[src/rtl/uart_pkg.sv]
// Shared UART definitions: frame state encoding and line levels used by both
// the transmit and receive paths.
package uart_pkg;

  typedef enum logic [2:0] {
    IDLE,
    START,
    DATA,
    PARITY,
    STOP
  } uart_state_e;

  localparam logic IDLE_LEVEL  = 1'b1;
  localparam logic START_LEVEL = 1'b0;

endpackage

[src/rtl/uart_bit_timer.sv]
// Bit-period timer: counts 0..OVERSAMPLE-1 while enabled and strobes o_bit_end
// during the last count of each bit period.
module uart_bit_timer #(
  parameter int OVERSAMPLE = 16
) (
  input  logic clk,
  input  logic rst,
  input  logic i_clr,
  input  logic i_en,
  output logic o_bit_end
);

  localparam int            CW      = $clog2(OVERSAMPLE);
  localparam logic [CW-1:0] CNT_MAX = CW'(OVERSAMPLE - 1);

  logic [CW-1:0] r_cnt;

  assign o_bit_end = i_en && !i_clr && (r_cnt == CNT_MAX);

  always_ff @(posedge clk) begin
    if (rst || i_clr)
      r_cnt <= '0;
    else if (i_en)
      r_cnt <= o_bit_end ? '0 : r_cnt + CW'(1);
  end

endmodule

[src/rtl/uart_tx_serializer.sv]
// UART transmitter: serialises a captured word as start, LSB-first data,
// optional parity and stop bit(s), each bit held for OVERSAMPLE clocks.
module uart_tx_serializer
  import uart_pkg::*;
#(
  parameter int DATA_BITS  = 8,
  parameter int OVERSAMPLE = 16,
  parameter int PARITY_EN  = 0,
  parameter int PARITY_ODD = 0,
  parameter int STOP_BITS  = 1
) (
  input  logic                 clk,
  input  logic                 rst,
  input  logic                 tx_start,
  input  logic [DATA_BITS-1:0] tx_datain,
  output logic                 tx_busy,
  output logic                 tx_done,
  output logic                 tx_dataout
);

  localparam int            BW        = $clog2(DATA_BITS + 1);
  localparam logic [BW-1:0] LAST_DATA = BW'(DATA_BITS - 1);
  localparam logic [BW-1:0] LAST_STOP = BW'(STOP_BITS - 1);

  uart_state_e          r_state, w_state_nxt;
  logic [DATA_BITS-1:0] r_shift, w_shift_nxt;
  logic [BW-1:0]        r_bitcnt, w_bitcnt_nxt;
  logic                 r_parity, w_parity_nxt;
  logic                 r_line, w_line_nxt;
  logic                 r_busy, r_done, w_done_nxt;
  logic                 w_bit_end;

  uart_bit_timer #(.OVERSAMPLE(OVERSAMPLE)) u_timer (
    .clk       (clk),
    .rst       (rst),
    .i_clr     (r_state == IDLE),
    .i_en      (r_state != IDLE),
    .o_bit_end (w_bit_end)
  );

  always_comb begin
    w_state_nxt  = r_state;
    w_shift_nxt  = r_shift;
    w_bitcnt_nxt = r_bitcnt;
    w_parity_nxt = r_parity;
    w_done_nxt   = 1'b0;
    case (r_state)
      IDLE: begin
        if (tx_start) begin
          w_state_nxt  = START;
          w_shift_nxt  = tx_datain;
          w_parity_nxt = (^tx_datain) ^ (PARITY_ODD != 0);
          w_bitcnt_nxt = '0;
        end
      end
      START: begin
        if (w_bit_end) w_state_nxt = DATA;
      end
      DATA: begin
        if (w_bit_end) begin
          w_shift_nxt = r_shift >> 1;
          if (r_bitcnt == LAST_DATA) begin
            w_bitcnt_nxt = '0;
            w_state_nxt  = (PARITY_EN != 0) ? PARITY : STOP;
          end else begin
            w_bitcnt_nxt = r_bitcnt + BW'(1);
          end
        end
      end
      PARITY: begin
        if (w_bit_end) w_state_nxt = STOP;
      end
      STOP: begin
        // Bit counter is reused to count stop bits.
        if (w_bit_end) begin
          if (r_bitcnt == LAST_STOP) begin
            w_state_nxt  = IDLE;
            w_bitcnt_nxt = '0;
            w_done_nxt   = 1'b1;
          end else begin
            w_bitcnt_nxt = r_bitcnt + BW'(1);
          end
        end
      end
      default: w_state_nxt = IDLE;
    endcase

    // Line value is derived from the next state so the output register
    // lines up exactly with the state register.
    w_line_nxt = IDLE_LEVEL;
    case (w_state_nxt)
      START:   w_line_nxt = START_LEVEL;
      DATA:    w_line_nxt = w_shift_nxt[0];
      PARITY:  w_line_nxt = r_parity;
      default: w_line_nxt = IDLE_LEVEL;
    endcase
  end

  always_ff @(posedge clk) begin
    if (rst) begin
      r_state  <= IDLE;
      r_shift  <= '0;
      r_bitcnt <= '0;
      r_parity <= 1'b0;
      r_line   <= IDLE_LEVEL;
      r_busy   <= 1'b0;
      r_done   <= 1'b0;
    end else begin
      r_state  <= w_state_nxt;
      r_shift  <= w_shift_nxt;
      r_bitcnt <= w_bitcnt_nxt;
      r_parity <= w_parity_nxt;
      r_line   <= w_line_nxt;
      r_busy   <= (w_state_nxt != IDLE);
      r_done   <= w_done_nxt;
    end
  end

  assign tx_dataout = r_line;
  assign tx_busy    = r_busy;
  assign tx_done    = r_done;

endmodule

[config.mk]
export PLATFORM = sky130hd
export DESIGN_NAME = uart_tx_serializer
export DESIGN_NICKNAME = d
export VERILOG_FILES = /design/src/rtl/uart_pkg.sv /design/src/rtl/uart_bit_timer.sv /design/src/rtl/uart_tx_serializer.sv
export SDC_FILE = /design/constraint.sdc
export NUM_CORES = 1
export LEC_CHECK = 0
export ABC_AREA = 1
export CAP_MARGIN = 30
export CORE_MARGIN = 2
export CORE_UTILIZATION = 45
export CTS_BUF_LIST = sky130_fd_sc_hd__clkbuf_8
export DETAILED_ROUTE_END_ITERATION = 12
export DONT_BUFFER_PORTS = 1
export HOLD_SLACK_MARGIN = 0.08
export PLACE_DENSITY = 0.59
export REMOVE_ABC_BUFFERS = 1
export SLEW_MARGIN = 30
export SYNTH_ARGS = -nofsm -noshare
export SYNTH_HDL_FRONTEND = slang
export SYNTH_SLANG_ARGS = --single-unit
[constraint.sdc]
create_clock -name clk -period 1.37 [get_ports clk]
set_input_delay 0.411 -clock clk [delete_from_list [all_inputs] [get_ports clk]]
set_output_delay 0.411 -clock clk [all_outputs]
set_load 0.01 [all_outputs]
# Word-level counts from Yosys, hierarchy flattened
# Cells that the tools add are included.
classes:
  addsub: 2
  eq_ne: 12
  mux: 20
  bitwise_logic: 2
  n_reduce_logical: 15
ops:
  columns: ["cell", "count"]
  rows:
  - ["4-bit 2-to-1 mux", 6]
  - ["3-bit 2-to-1 mux", 7]
  - ["8-bit 2-to-1 mux", 2]
  - ["8-bit case mux with 2 select lines", 1]
  - ["3-bit case mux with 5 select lines", 1]
  - ["3-bit by 2-bit == test with 1-bit output (second input constant)", 4]
  - ["4-bit case mux with 3 select lines", 1]
  - ["3-bit nonzero test", 3]
  - ["4-bit by 1-bit adder with 4-bit output (second input constant)", 2]
  - ["8-bit XOR reduction", 1]
  - ["3-bit by 1-bit == test with 1-bit output (second input constant)", 2]
  - ["4-bit by 3-bit == test with 1-bit output (second input constant)", 1]
  - ["4-bit == test (second input constant)", 1]
  - ["4-bit logical NOT", 1]
  - ["2-bit by 1-bit inequality test with 1-bit output (second input constant)", 2]
  - ["4-bit AND reduction", 1]
  - ["3-bit == test (second input constant)", 1]
  - ["3-bit logical NOT", 1]
  - ["1-bit case mux with 3 select lines", 1]
  - ["3-bit AND reduction", 1]
  - ["3-bit OR reduction", 1]
  - ["1-bit logical AND", 2]
  - ["2-bit inequality test (second input constant)", 1]
  - ["1-bit inverter", 2]
  - ["5 further kinds", 5]
word_totals:
  ff_bits: 23
  inputBits: 11
  output_inout_bits: 3

# Logic depth before layout (Yosys ltp)
# Gate-level depths: netlist (run 1).
depth:
  ltp_word: 8
  depth_mapped: 10
  mapped_depth_nobuf: 10

# Hierarchy
# A second synthesis (run 1) with hierarchy kept.
hier_totals:
  cells_unflattened: 207
  area_unflattened_um2: 1312.5
modules_own_cells:
  columns: ["mod", "n_inst", "cells_each", "area_each_um2"]
  rows:
  - ["uart_tx_serializer", 1, 179, 1114.8]
  - ["uart_bit_timer", 1, 28, 197.7]

# Worst setup path after synthesis (run 1)
# Ideal clock, no wire load.
synth_timing:
  path_kind: "reg-to-reg"
  from: "register u_timer.r_cnt[0]"
  to: "register r_bitcnt[3]"
  setup_time_ns: 0.117
  arrival_time_ns: 1.219
  t_required_ns: 1.253
  slack_ns: 0.034
  path_stages_with_launch: 9
  path_buffers: 0
  cell_sequence: "dfxtp_1 ha_1 nand3_2 nand3_1 nand2_1 nor2_4 nand3_1 nand2_1 nor2_1"
synth_via:
  elab_chain_len: 4
  elab_cells_between_ends: 5
  classes_between: "eq/ne: 3; reduce/logical: 2"
synth_rtl:
  columns: ["item", "line_no", "source"]
  rows:
  - ["start: declaration", "uart_bit_timer.sv:16", "logic [CW-1:0] r_cnt;"]
  - ["start signal: assignment", "uart_bit_timer.sv:24", "r_cnt <= o_bit_end ? '0 : r_cnt + CW'(1);"]
  - ["4-bit == test *", "uart_bit_timer.sv:18", "assign o_bit_end = i_en && !i_clr && (r_cnt == CNT_MAX);"]
  - ["1-bit logical AND *", "uart_bit_timer.sv:18", null]
  - ["2-bit by 1-bit inequality test with 1-bit output (no source line)", null, null]
  - ["4-bit AND reduction (no source line) *", null, null]
  - ["end signal: assignment", "uart_tx_serializer.sv:111", "r_bitcnt <= w_bitcnt_nxt;"]
  - ["end: declaration", "uart_tx_serializer.sv:27", "logic [BW-1:0] r_bitcnt, w_bitcnt_nxt;"]
# Every way passes the cells marked *; elsewhere a longest branch is shown, timed or not.
# A chain may end at the register's enable or synchronous reset.

# Final worst setup path (run 1)
# Ends and elaborated chain as after synthesis.

==> metrics.md, run 1 <==
| Metric | Value |
|---|---|
| Placed Cells | `239` |
| First-pass GRT wire length | `4930 µm` |
| Row cnt | `19` |
| PwrDens | `845 mW/mm²` |
| Total routed wirelength | `approximately 2800 µm` |
| Post-Syn Area | `0.00133 mm²` |
| Die Y-Extent | `58.3 µm` |
| Top cell type's share of synthesized area | `34.7%` |
| Met1 usage | `about 24%` |
| Maxcap violations | `0` |
| P&R area growth vs syn | `21.5%` |
| Status | `finished clean` |
| Core area | `roughly 0.0028 mm²` |
| Layout cells sized above 1 | `around 23%` |
| Peak VDD IR | `a little over 0.0008 V` |
| Hpwl dp | `2020 µm` |
| RSZ-0062 raised after global routing | `true` |
| Max Slew Vio Count | `0` |
| IO buf count | `0` |
| FF-to-FF End | `r_bitcnt[3]$_SDFFE_PP0P_` |
| CTS tree | `done` |
| Grt total ovfl | `0` |
| DRC Markers | `0` |
| Synth Warn # | `0` |
| Via count of the first global-routing pass | `roughly 1200` |
| Crit-path max cell delay | `0.36 ns` |
| GRT Util Overall | `roughly a fifth` |
| Pleak | `between 0.7 and 0.8 nW` |
| Clk root buf | `clkbuf_8` |
| Initial antenna violation count | `0` |
| Reg-to-Reg Start | `u_timer.r_cnt[0]$_SDFFE_PP0N_` |
| Crit. End Element | `flop` |
| CTS H-tree lvls | `1` |
| Initial Util | `a little under half` |
| Mapped Cells | `203` |
| CP most frequent cell | `nand3_4` |
| Worst Setup SP | `u_timer.r_cnt[0]$_SDFFE_PP0N_` |
| Crit path cell chain | `ha_4 > nand3_4 > nand3_4 > nand2_2 > nor2_4 > nand3_1 > nand2_1 > nor2_1` |
| GRT Max-Usage Layer | `met2` |
| Final Non-Filler Cells | `248` |
| Number of diodes | `0` |
| Die Area | `0.00340 mm²` |
| Fin crit period | `1.33 ns` |
| # setup viols final | `0` |
| Met3 GRT Util | `between 5 and 6%` |
| Area leader, netlist | `dfxtp_1` |
| Clk_lat worst skew | `0.26 ns` |
| Synth cell types | `25` |
| Clk buf depth | `2` |
| #FFs+latches synth | `23` |
| Setup TNS | `0 ns` |
| Register area share after synthesis | `a little over a third` |
| CP required | `1.53 ns` |
| Io pins | `14` |
| Clock skew | `roughly 0.0071 ns` |
| Drt wl/cell | `11.2 µm` |
| Most common cell after layout, fill and taps aside | `nand2_1` |
| Final hold violations | `0` |
| CP startpoint kind | `flop` |
| Worst relative slew slack | `about 83%` |
| Detailed router's first-iteration violation count | `33` |
| CP Capture Point | `r_bitcnt[3]$_SDFFE_PP0P_` |
| CTS buffer count | `3` |
| Total number of vias | `~1200` |
| Worst-path clk slew | `approximately 0.080 ns` |
| Worst-margin pin slew | `about 0.26 ns` |
| R2R depth | `8` |
| Vias per cell | `around 5.0` |
| Highest-count cells in the layout ignoring fill and taps | `nand2_1, inv_1, nor2_1` |
| GP Congestion | `a little over 0.8` |
| Hold WC Path Type | `input pin to flop` |
| Critical path's slowest cell | `dfxtp_2` |
| Fmax | `752 MHz` |
| Initial DRT Pass Iterations | `4` |
| Flop2flop setup slack | `slightly below 0.04 ns` |
| DRT antenna net count | `0` |
| Fin crit share | `97.1%` |
| TritonCTS Sinks | `23` |
| CP arrival | `about 1.5 ns` |
| Pin count of the biggest net entering global routing | `17` |
| Routing usage on met2 | `28.9%` |
| Crit Path Class | `flop to flop` |
| Syn_area_per_cell | `6.54 µm²` |
| Die width | `a little under 60 µm` |
| Nets | `about 230` |
| Largest fanout on the critical path | `7` |
| Synth area leaders | `dfxtp_1, nand2_1, inv_1` |
timing repair:
item,4_1_cts,5_1_grt
pin swaps,3,7
gates cloned,0,0
hold buffers,0,0
gates resized for setup,10,26
setup buffers,2,3
endpoints found under the setup margin,7,17
how the worst min path moves through the flow:
stage                                              from                            end  slack [ns]  cells past startpoint
after floorplan           u_timer.r_cnt[0]$_SDFFE_PP0N_  u_timer.r_cnt[0]$_SDFFE_PP0N_        0.42                      1
after global placement          r_shift[5]$_SDFFE_PP0P_        r_shift[5]$_SDFFE_PP0P_        0.45                      2
after detailed placement        r_shift[2]$_SDFFE_PP0P_        r_shift[2]$_SDFFE_PP0P_        0.46                      2
after CTS                                           rst          r_shift[0]$_SDFF_PP0_        0.20                      1
after global routing                                rst        r_shift[2]$_SDFFE_PP0P_        0.19                      1
final                                               rst          r_state[1]$_SDFF_PP0_        0.20                      1
critical path: cells and delay by family (launching register included):
family,cells,cell delay (ns)
AND/OR/NAND/NOR,7,0.69
flip-flops,1,0.36
adder cells (fa/ha/maj),1,0.17
registers in the layout, summed over array words and instances, names as in the netlist:
name	cells
r_shift	8
r_bitcnt	4
u_timer.r_cnt	4
r_state	3
r_parity	1
tx_busy	1
tx_dataout	1
tx_done	1
synth_stat cells:
library cell,n
nand2_2,1
inv_2,2
xor2_1,3
nand4_1,1
o21ai_0,6
nor2_4,4
nor2_1,24
inv_1,24
nor2_2,2
buf_2,1
clkbuf_1,2
dfxtp_1,23
a21oi_1,12
nand3_2,2
ha_1,3
nand3_1,10
and3_1,1
a22oi_1,7
nor4_1,1
o211ai_1,1
nor3_1,2
xnor2_1,3
o21ai_2,1
nand3b_1,1
nand2_1,66
power breakdown:
part           switching [mW]  total (mW)  internal [mW]
registers              0.0263       0.730          0.704
logic                   0.134       0.228         0.0944
clock network           0.205       0.405          0.200
total                   0.365        1.36          0.998
through the flow:
step           power (mW)  hold WS, ns  area [µm²]  utilization, %  setup WS [ns]
2_1_floorplan       0.900        0.418        1320               -         0.0339
3_3_place_gp        0.938        0.448        1410            50.8        -0.0602
3_5_place_dp        0.943        0.456        1410            50.8        -0.0984
4_1_cts              1.36        0.196        1510            54.4       0.000481
5_1_grt              1.46        0.188        1610            58.0        -0.0710
6_report             1.36        0.204        1610            58.0         0.0397
area by class of cell:
class	instances	area, µm²
clock buffer	3	41.3
clock inverter	1	3.75
multi-input combinational	151	863
tap	31	38.8
inverter	26	100
sequential	23	468
timing repair buffer	13	97.6
fill	280	1170
routing by layer:
layer / up-vias / wire [µm] / share of wire (%)
met2: 12 / 1230 / 44
met3: 4 / 81 / 2.9
met4: 0 / 32 / 1.2
met1: 562 / 1430 / 51
met5: - / 0 / 0
li1: 667 / - / -
cell families after synthesis:
group                      Yosys count  synth area share, %
AOI/OAI and AO/OA                   27                 12.0
xor gates and xnor gates             6                 3.96
adders and majority gates            3                 2.83
buffers and inverters               29                 8.29
DFF                                 23                 34.7
and+or+nand+nor                    115                 38.3
Power figures use the tool's default switching activity.
==> inputs of run 2 (changes only) <==
--- a/config.mk
+++ b/config.mk
@@ -8,12 +8,12 @@
 export ABC_AREA = 1
 export CAP_MARGIN = 30
 export CORE_MARGIN = 2
-export CORE_UTILIZATION = 45
+export CORE_UTILIZATION = 65
 export CTS_BUF_LIST = sky130_fd_sc_hd__clkbuf_8
 export DETAILED_ROUTE_END_ITERATION = 12
 export DONT_BUFFER_PORTS = 1
 export HOLD_SLACK_MARGIN = 0.08
-export PLACE_DENSITY = 0.59
+export PLACE_DENSITY = 0.78
 export REMOVE_ABC_BUFFERS = 1
 export SLEW_MARGIN = 30
 export SYNTH_ARGS = -nofsm -noshare
==> constraint.sdc (replaced) <==
create_clock -name clk -period 1.28 [get_ports clk]
set_input_delay 0.384 -clock clk [delete_from_list [all_inputs] [get_ports clk]]
set_output_delay 0.384 -clock clk [all_outputs]
set_load 0.01 [all_outputs]
==> run 2 against run 1 <==
The run now ends with setup timing left. Setup slack got worse by 0.14 ns. Clock skew hardly changed. Clock power is 11% higher. Clock-buffer cell count unchanged. Core utilization is 25 points higher. Flip-flop and latch count stayed put. Final cell count fell by 1.6%. Worst hold slack worse by 0.031 ns. Non-clock buffer count is the same. Combinational power up 22%. Sequential share of layout area is 0.32 points higher. Global-route usage grew 10 points.
==> metrics.md, run 2 (synthesized netlist as in run 1, its figures left out) <==
| Metric | Value |
|---|---|
| Status | `complete, but fails checks (was finished clean)` |
| Failing checks | `setup timing` |
| Nets | `232 (unchanged)` |
| Layout cells sized above 1 | `22.1% (was 23.0%)` |
| DRC Markers | `0 (unchanged)` |
| RSZ-0062 raised after global routing | `true (unchanged)` |
| Top reg by flops | `r_shift (unchanged)` |
| Via count of the first global-routing pass | `1288 (was 1227)` |
| PwrDens | `931 mW/mm² (was 845 mW/mm²)` |
| Highest-count cells in the layout ignoring fill and taps | `nand2_1, inv_1, nor2_1 (unchanged)` |
| CP required | `1.49 ns (was 1.53 ns)` |
| Fin crit period | `1.38 ns (was 1.33 ns)` |
| CTS tree | `done (unchanged)` |
| Pleak | `0.723 nW (was 0.743 nW)` |
| Clock Power Share | `29.8% (was 29.7%)` |
| CP startpoint kind | `flop (unchanged)` |
| Initial DRT Pass Iterations | `4 (unchanged)` |
| CP most frequent cell | `nand2_1 (was nand3_4)` |
| Pin count of the biggest net entering global routing | `17 (unchanged)` |
| Clk root buf | `clkbuf_8 (unchanged)` |
| Worst-margin pin slew | `0.273 ns (was 0.259 ns)` |
| Fmax | `724 MHz (was 752 MHz)` |
| DRT antenna net count | `0 (unchanged)` |
| Clock skew | `0.00742 ns (was 0.00706 ns)` |
| Maxcap violations | `0 (unchanged)` |
| Number of diodes | `0 (unchanged)` |
| CP arrival | `1.59 ns (was 1.49 ns)` |
| GP Congestion | `0.918 (was 0.805)` |
| Max FFs per register | `8 (unchanged)` |
| Core area | `0.00194 mm² (was 0.00278 mm²)` |
| Fill cells | `127 (was 280)` |
| IO buf count | `0 (unchanged)` |
| Hold WC Path Type | `input pin to flop (unchanged)` |
| Detailed router's first-iteration violation count | `32 (was 33)` |
| Post-Place Worst Slack | `-0.200 ns (was -0.0984 ns)` |
| Crit. End Element | `flop (unchanged)` |
| CP top delay family | `simple AND/OR/NAND/NOR gates (unchanged)` |
| Post-route setup slack | `-0.102 ns (was 0.0397 ns)` |
| Register share of total power | `51.6% (was 53.6%)` |
| Sw Pwr | `418 µW (was 365 µW)` |
| Most common cell after layout, fill and taps aside | `nand2_1 (unchanged)` |
| Final hold violations | `0 (unchanged)` |
| First-pass GRT wire length | `5460 µm (was 4930 µm)` |
| Combinational cell fraction of total power | `18.6% (was 16.7%)` |
| Drt wl/cell | `13.5 µm (was 11.2 µm)` |
| Total number of vias | `1347 (was 1245)` |
| Critical path's slowest cell | `dfxtp_4 (was dfxtp_2)` |
| Largest fanout on the critical path | `7 (unchanged)` |
| WHS | `0.173 ns (was 0.204 ns)` |
| Vias per cell | `5.52 (was 5.02)` |
| Worst relative slew slack | `81.7% (was 82.6%)` |
| Die Y-Extent | `49.2 µm (was 58.3 µm)` |
| Initial antenna violation count | `0 (unchanged)` |
| Largest regs | `r_shift x8, r_bitcnt x4, u_timer.r_cnt x4 (unchanged)` |
| Pwr Total | `1.50 mW (was 1.36 mW)` |
| Peak VDD IR | `0.000947 V (was 0.000817 V)` |
| Cell-internal power | `1.09 mW (was 998 µW)` |
| Die width | `49.2 µm (was 58.3 µm)` |
| Max Slew Vio Count | `0 (unchanged)` |
| Switch share | `27.8% (was 26.7%)` |
| Grt total ovfl | `0 (unchanged)` |
| Initial Util | `68.4% (was 47.7%)` |
| Worst-path clk slew | `0.08 ns (about the same)` |
| Hpwl dp | `2200 µm (was 2020 µm)` |
| Total routed wirelength | `3300 µm (was 2780 µm)` |
| Io pins | `14 (unchanged)` |
| CTS buffer count | `3 (unchanged)` |
| P&R area growth vs syn | `21.8% (was 21.5%)` |
| Die Area | `0.00242 mm² (was 0.00340 mm²)` |
| Crit Path Class | `flop to flop (unchanged)` |
| Fin crit share | `108% (was 97.1%)` |
| Clk buf depth | `2 (unchanged)` |
| Clk_lat worst skew | `0.27 ns (was 0.26 ns)` |
| Crit path cell chain | `inv_4 > nand2_1 > nor2_2 > nand2_1 > o21ai_2 > nand2_1 > nand2_1 > nand2_1 > nor2_1 (was ha_4 > nand3_4 > nand3_4 > nand2_2 > nor2_4 > nand3_1 > nand2_1 > nor2_1)` |
| Buf/Inv on CP | `1 (was 0)` |
| Crit-path max cell delay | `0.40 ns (was 0.36 ns)` |
| GRT Util Overall | `29.1% (was 18.7%)` |
| Row cnt | `16 (was 19)` |
| CTS H-tree lvls | `1 (unchanged)` |
| # setup viols final | `14 (was 0)` |
| TritonCTS Sinks | `23 (unchanged)` |
[run 2: worst paths after layout]
kind	slack (ns)	startpoint	end	cells past startpoint
min	0.17	rst	r_state[1]$_SDFF_PP0_	1
max reg2reg	-0.10	r_state[1]$_SDFF_PP0_	r_bitcnt[0]$_SDFFE_PP0P_	9
min reg2reg	0.45	u_timer.r_cnt[0]$_SDFFE_PP0N_	u_timer.r_cnt[0]$_SDFFE_PP0N_	1
max	-0.10	r_state[1]$_SDFF_PP0_	r_bitcnt[0]$_SDFFE_PP0P_	9
[run 2: power by group through the flow]
stage	sequential [mW]	clock [mW]	combinational, mW
floorplan	0.788	0	0.175
global placement	0.791	0	0.222
detailed placement	0.793	0	0.229
CTS	0.777	0.445	0.260
global route	0.780	0.476	0.317
finish	0.776	0.449	0.279
[run 2: layer usage]
metal / vias to the layer above / GRT usage [%] / wire [µm]
li1: 678 / - / -
met1: 606 / 34.4 / 1370
met2: 52 / 52.5 / 1660
met3: 11 / 6.44 / 206
met4: 0 / 7.62 / 65
met5: - / 0 / 0
[run 2: layout make-up]
cell class                      count  area [µm²]  share of cell area, %
Multi-Input combinational cell    151         860                   53.2
Sequential cell                    23         474                   29.3
Inverter                           26         103                   6.35
Timing Repair Buffer               13         101                   6.27
Clock buffer                        3        41.3                   2.55
Tap cell                           27        33.8                   2.09
Clock inverter                      1        3.75                  0.232
[run 2: metrics by stage]
stage               utilization (%)  area (µm²)  setup TNS [ns]  cells
global route                   83.2        1620           -2.06    244
finish                         83.2        1620          -0.957    244
detailed placement             72.6        1410           -2.16    235
global placement               72.6        1410           -1.22    235
floorplan                         -        1320          -0.189    200
CTS                            80.5        1560          -0.335    243
[run 2: repair_timing]
action,CTS,global route
pin swaps,13,12
setup buffers,4,1
setup endpoints to repair,17,18
hold buffers,0,0
cloned,0,0
resized for setup,24,13
==> inputs of run 3 (changes only) <==
--- a/config.mk
+++ b/config.mk
@@ -9,7 +9,7 @@
 export CAP_MARGIN = 30
 export CORE_MARGIN = 2
 export CORE_UTILIZATION = 65
-export CTS_BUF_LIST = sky130_fd_sc_hd__clkbuf_8
+export CTS_BUF_LIST = sky130_fd_sc_hd__clkbuf_4
 export DETAILED_ROUTE_END_ITERATION = 12
 export DONT_BUFFER_PORTS = 1
 export HOLD_SLACK_MARGIN = 0.08
==> run 3 against run 2 <==
The flow still finishes with violations (setup timing). Register-to-register slack hardly changed. Critical path depth is 3 lower. Setup slack worse by 0.011 ns. Global-route usage is 1.1 points lower. Sequential share of layout area hardly changed. Maximum frequency is 0.80% lower. Clock-buffer cell count is 1 higher. Cell area is 0.85% lower. Die area stayed put. Flip-flop and latch count stayed put. Routed wire length is 6.4% higher.
==> metrics.md, run 3 (synthesized netlist as in run 1, its figures left out) <==
| Metric | Value |
|---|---|
| Initial antenna violation count | `0 (unchanged)` |
| Worst relative slew slack | `81.8% (was 81.7%)` |
| Die Area | `0.00242 mm² (unchanged)` |
| Failing checks | `setup timing (unchanged)` |
| Placed Cells | `235 (unchanged)` |
| Clk root buf | `clkbuf_4 (was clkbuf_8)` |
| DRT antenna net count | `0 (unchanged)` |
| Vias per cell | `5.63 (was 5.52)` |
| Number of diodes | `0 (unchanged)` |
| Cell-internal power | `1.02 mW (was 1.09 mW)` |
| Crit Path Class | `flop to flop (unchanged)` |
| Clk_lat worst skew | `0.32 ns (was 0.27 ns)` |
| Pin count of the biggest net entering global routing | `17 (unchanged)` |
| Flop2flop setup slack | `-0.11 ns (was -0.10 ns)` |
| GRT Util Overall | `28.0% (was 29.1%)` |
| Final Util | `82.5% (was 83.2%)` |
| Peak VDD IR | `0.000797 V (was 0.000947 V)` |
| First-pass GRT wire length | `5290 µm (was 5460 µm)` |
| PwrDens | `895 mW/mm² (was 931 mW/mm²)` |
| Layout cells sized above 1 | `23.5% (was 22.1%)` |
| Status | `complete, but fails checks (unchanged)` |
| Clock Power Share | `25.7% (was 29.8%)` |
| Combinational cell fraction of total power | `19.8% (was 18.6%)` |
| CTS tree | `done (unchanged)` |
| Setup TNS | `-0.959 ns (was -0.957 ns)` |
| Final hold violations | `0 (unchanged)` |
| Row cnt | `16 (unchanged)` |
| Hpwl dp | `2200 µm (unchanged)` |
| Grt total ovfl | `0 (unchanged)` |
| Post-layout instance area | `0.00160 mm² (was 0.00162 mm²)` |
| DRC Markers | `0 (unchanged)` |
| Total routed wirelength | `3510 µm (was 3300 µm)` |
| CTS H-tree lvls | `1 (unchanged)` |
| R2R depth | `6 (was 9)` |
| Hold WC Path Type | `input pin to flop (unchanged)` |
| Top reg by flops | `r_shift (unchanged)` |
| Total number of vias | `1373 (was 1347)` |
| WHS | `0.113 ns (was 0.173 ns)` |
| CP required | `1.54 ns (was 1.49 ns)` |
| Most common cell after layout, fill and taps aside | `nand2_1 (unchanged)` |
| Fin crit share | `109% (was 108%)` |
| TritonCTS Sinks | `23 (unchanged)` |
| Clock skew | `0.0152 ns (was 0.00742 ns)` |
| CP arrival | `1.65 ns (was 1.59 ns)` |
| Die width | `49.2 µm (unchanged)` |
| Post-route setup slack | `-0.113 ns (was -0.102 ns)` |
| Initial DRT Pass Iterations | `5 (was 4)` |
| Highest-count cells in the layout ignoring fill and taps | `nand2_1, inv_1, nor2_1 (unchanged)` |
| Max Slew Vio Count | `0 (unchanged)` |
| Final Non-Filler Cells | `244 (unchanged)` |
| Clk buf depth | `2 (unchanged)` |
| Nets | `232 (unchanged)` |
| Worst-path clk slew | `0.14 ns (was 0.08 ns)` |
| Pleak | `0.715 nW (was 0.723 nW)` |
| Reg-to-Reg Start | `u_timer.r_cnt[1]$_SDFFE_PP0N_ (was r_state[1]$_SDFF_PP0_)` |
| P&R area growth vs syn | `20.7% (was 21.8%)` |
| Worst Setup SP | `u_timer.r_cnt[1]$_SDFFE_PP0N_ (was r_state[1]$_SDFF_PP0_)` |
| CP startpoint kind | `flop (unchanged)` |
| Core area | `0.00194 mm² (unchanged)` |
| FF-to-FF End | `r_shift[2]$_SDFFE_PP0P_ (was r_bitcnt[0]$_SDFFE_PP0P_)` |
| Largest regs | `r_shift x8, r_bitcnt x4, u_timer.r_cnt x4 (unchanged)` |
| Fin crit period | `1.39 ns (was 1.38 ns)` |
| Min-delay src | `rst (unchanged)` |
| Post-DP Area | `0.00141 mm² (unchanged)` |
| Fill cells | `137 (was 127)` |
| Crit. End Element | `flop (unchanged)` |
| Io pins | `14 (unchanged)` |
| Initial Util | `68.4% (unchanged)` |
| Hold path depth | `1 (unchanged)` |
| RSZ-0062 raised after global routing | `true (unchanged)` |
| # setup viols final | `14 (unchanged)` |
| Post-Place Worst Slack | `-0.200 ns (unchanged)` |
| Drt wl/cell | `14.4 µm (was 13.5 µm)` |
| Pwr Total | `1.43 mW (was 1.50 mW)` |
| Hold path endpoint | `r_shift[3]$_SDFFE_PP0P_ (was r_state[1]$_SDFF_PP0_)` |
| Sw Pwr | `414 µW (was 418 µW)` |
| Via count of the first global-routing pass | `1235 (was 1288)` |
| Worst-margin pin slew | `0.271 ns (was 0.273 ns)` |
| Maxcap violations | `0 (unchanged)` |
| Register share of total power | `54.5% (was 51.6%)` |
| Die Y-Extent | `49.2 µm (unchanged)` |
| Cts hold-fix bufs | `0 (unchanged)` |
| IO buf count | `0 (unchanged)` |
| Switch share | `28.9% (was 27.8%)` |
| Largest fanout on the critical path | `7 (unchanged)` |
| GP Congestion | `0.918 (unchanged)` |
| Detailed router's first-iteration violation count | `95 (was 32)` |
| Max FFs per register | `8 (unchanged)` |
| Fmax | `718 MHz (was 724 MHz)` |
| CTS buffer count | `3 (unchanged)` |
-- run 3: changes by cell type in the layout (fill, tap and decap cells not counted), moves of 2 or more --
| cell | previous run | this run |
|---|---|---|
| dfxtp_4 | 3 | 1 |
| dfxtp_2 | 2 | 5 |
| clkbuf_8 | 3 | 0 |
| clkbuf_4 | 0 | 4 |
-- run 3: worst max-delay path by stage --
stage	end
final	r_shift[2]$_SDFFE_PP0P_
after floorplan	r_bitcnt[3]$_SDFFE_PP0P_
after CTS	tx_dataout$_SDFF_PP1_
after global routing	tx_dataout$_SDFF_PP1_
after detailed placement	r_bitcnt[3]$_SDFFE_PP0P_
after global placement	tx_busy$_SDFF_PP0_
-- run 3: layout make-up --
cell class	instances	area [µm²]	share of cell area, %
well taps	27	33.8	2.11
flip-flops and latches	23	470	29.4
repair buffers	13	101	6.32
multi-input cells	151	867	54.1
clock buffers	4	30.0	1.87
inverters	26	100	6.25
-- run 3: power groups by stage --
stage | clock (mW) | combinational (mW) | sequential (mW)
CTS | 0.363 | 0.251 | 0.780
global placement | 0 | 0.222 | 0.791
floorplan | 0 | 0.175 | 0.788
global route | 0.385 | 0.323 | 0.784
detailed placement | 0 | 0.229 | 0.793
finish | 0.369 | 0.284 | 0.781
-- run 3: repair_timing --
action,4_1_cts,5_1_grt
pin swaps,8,10
gates resized for setup,21,17
setup endpoints to repair,17,18
setup buffers,4,1
-- run 3: worst max-delay path, cell delays in order (launching register included) --
cell and delay [ns]:
dfxtp_2 0.38, ha_4 0.18, nand3_4 0.15, nor2_4 0.21, buf_6 0.16, a22oi_2 0.08
a21oi_1 0.17
-- run 3: metal layers --
| metal | global-route usage (%) | up-vias | part of all wire (%) |
|---|---|---|---|
| met5 | 0 | - | 0 |
| li1 | - | 669 | - |
| met2 | 47.5 | 68 | 49 |
| met1 | 36.3 | 620 | 40 |
| met4 | 7.14 | 0 | 2.3 |
| met3 | 5.21 | 16 | 8.5 |
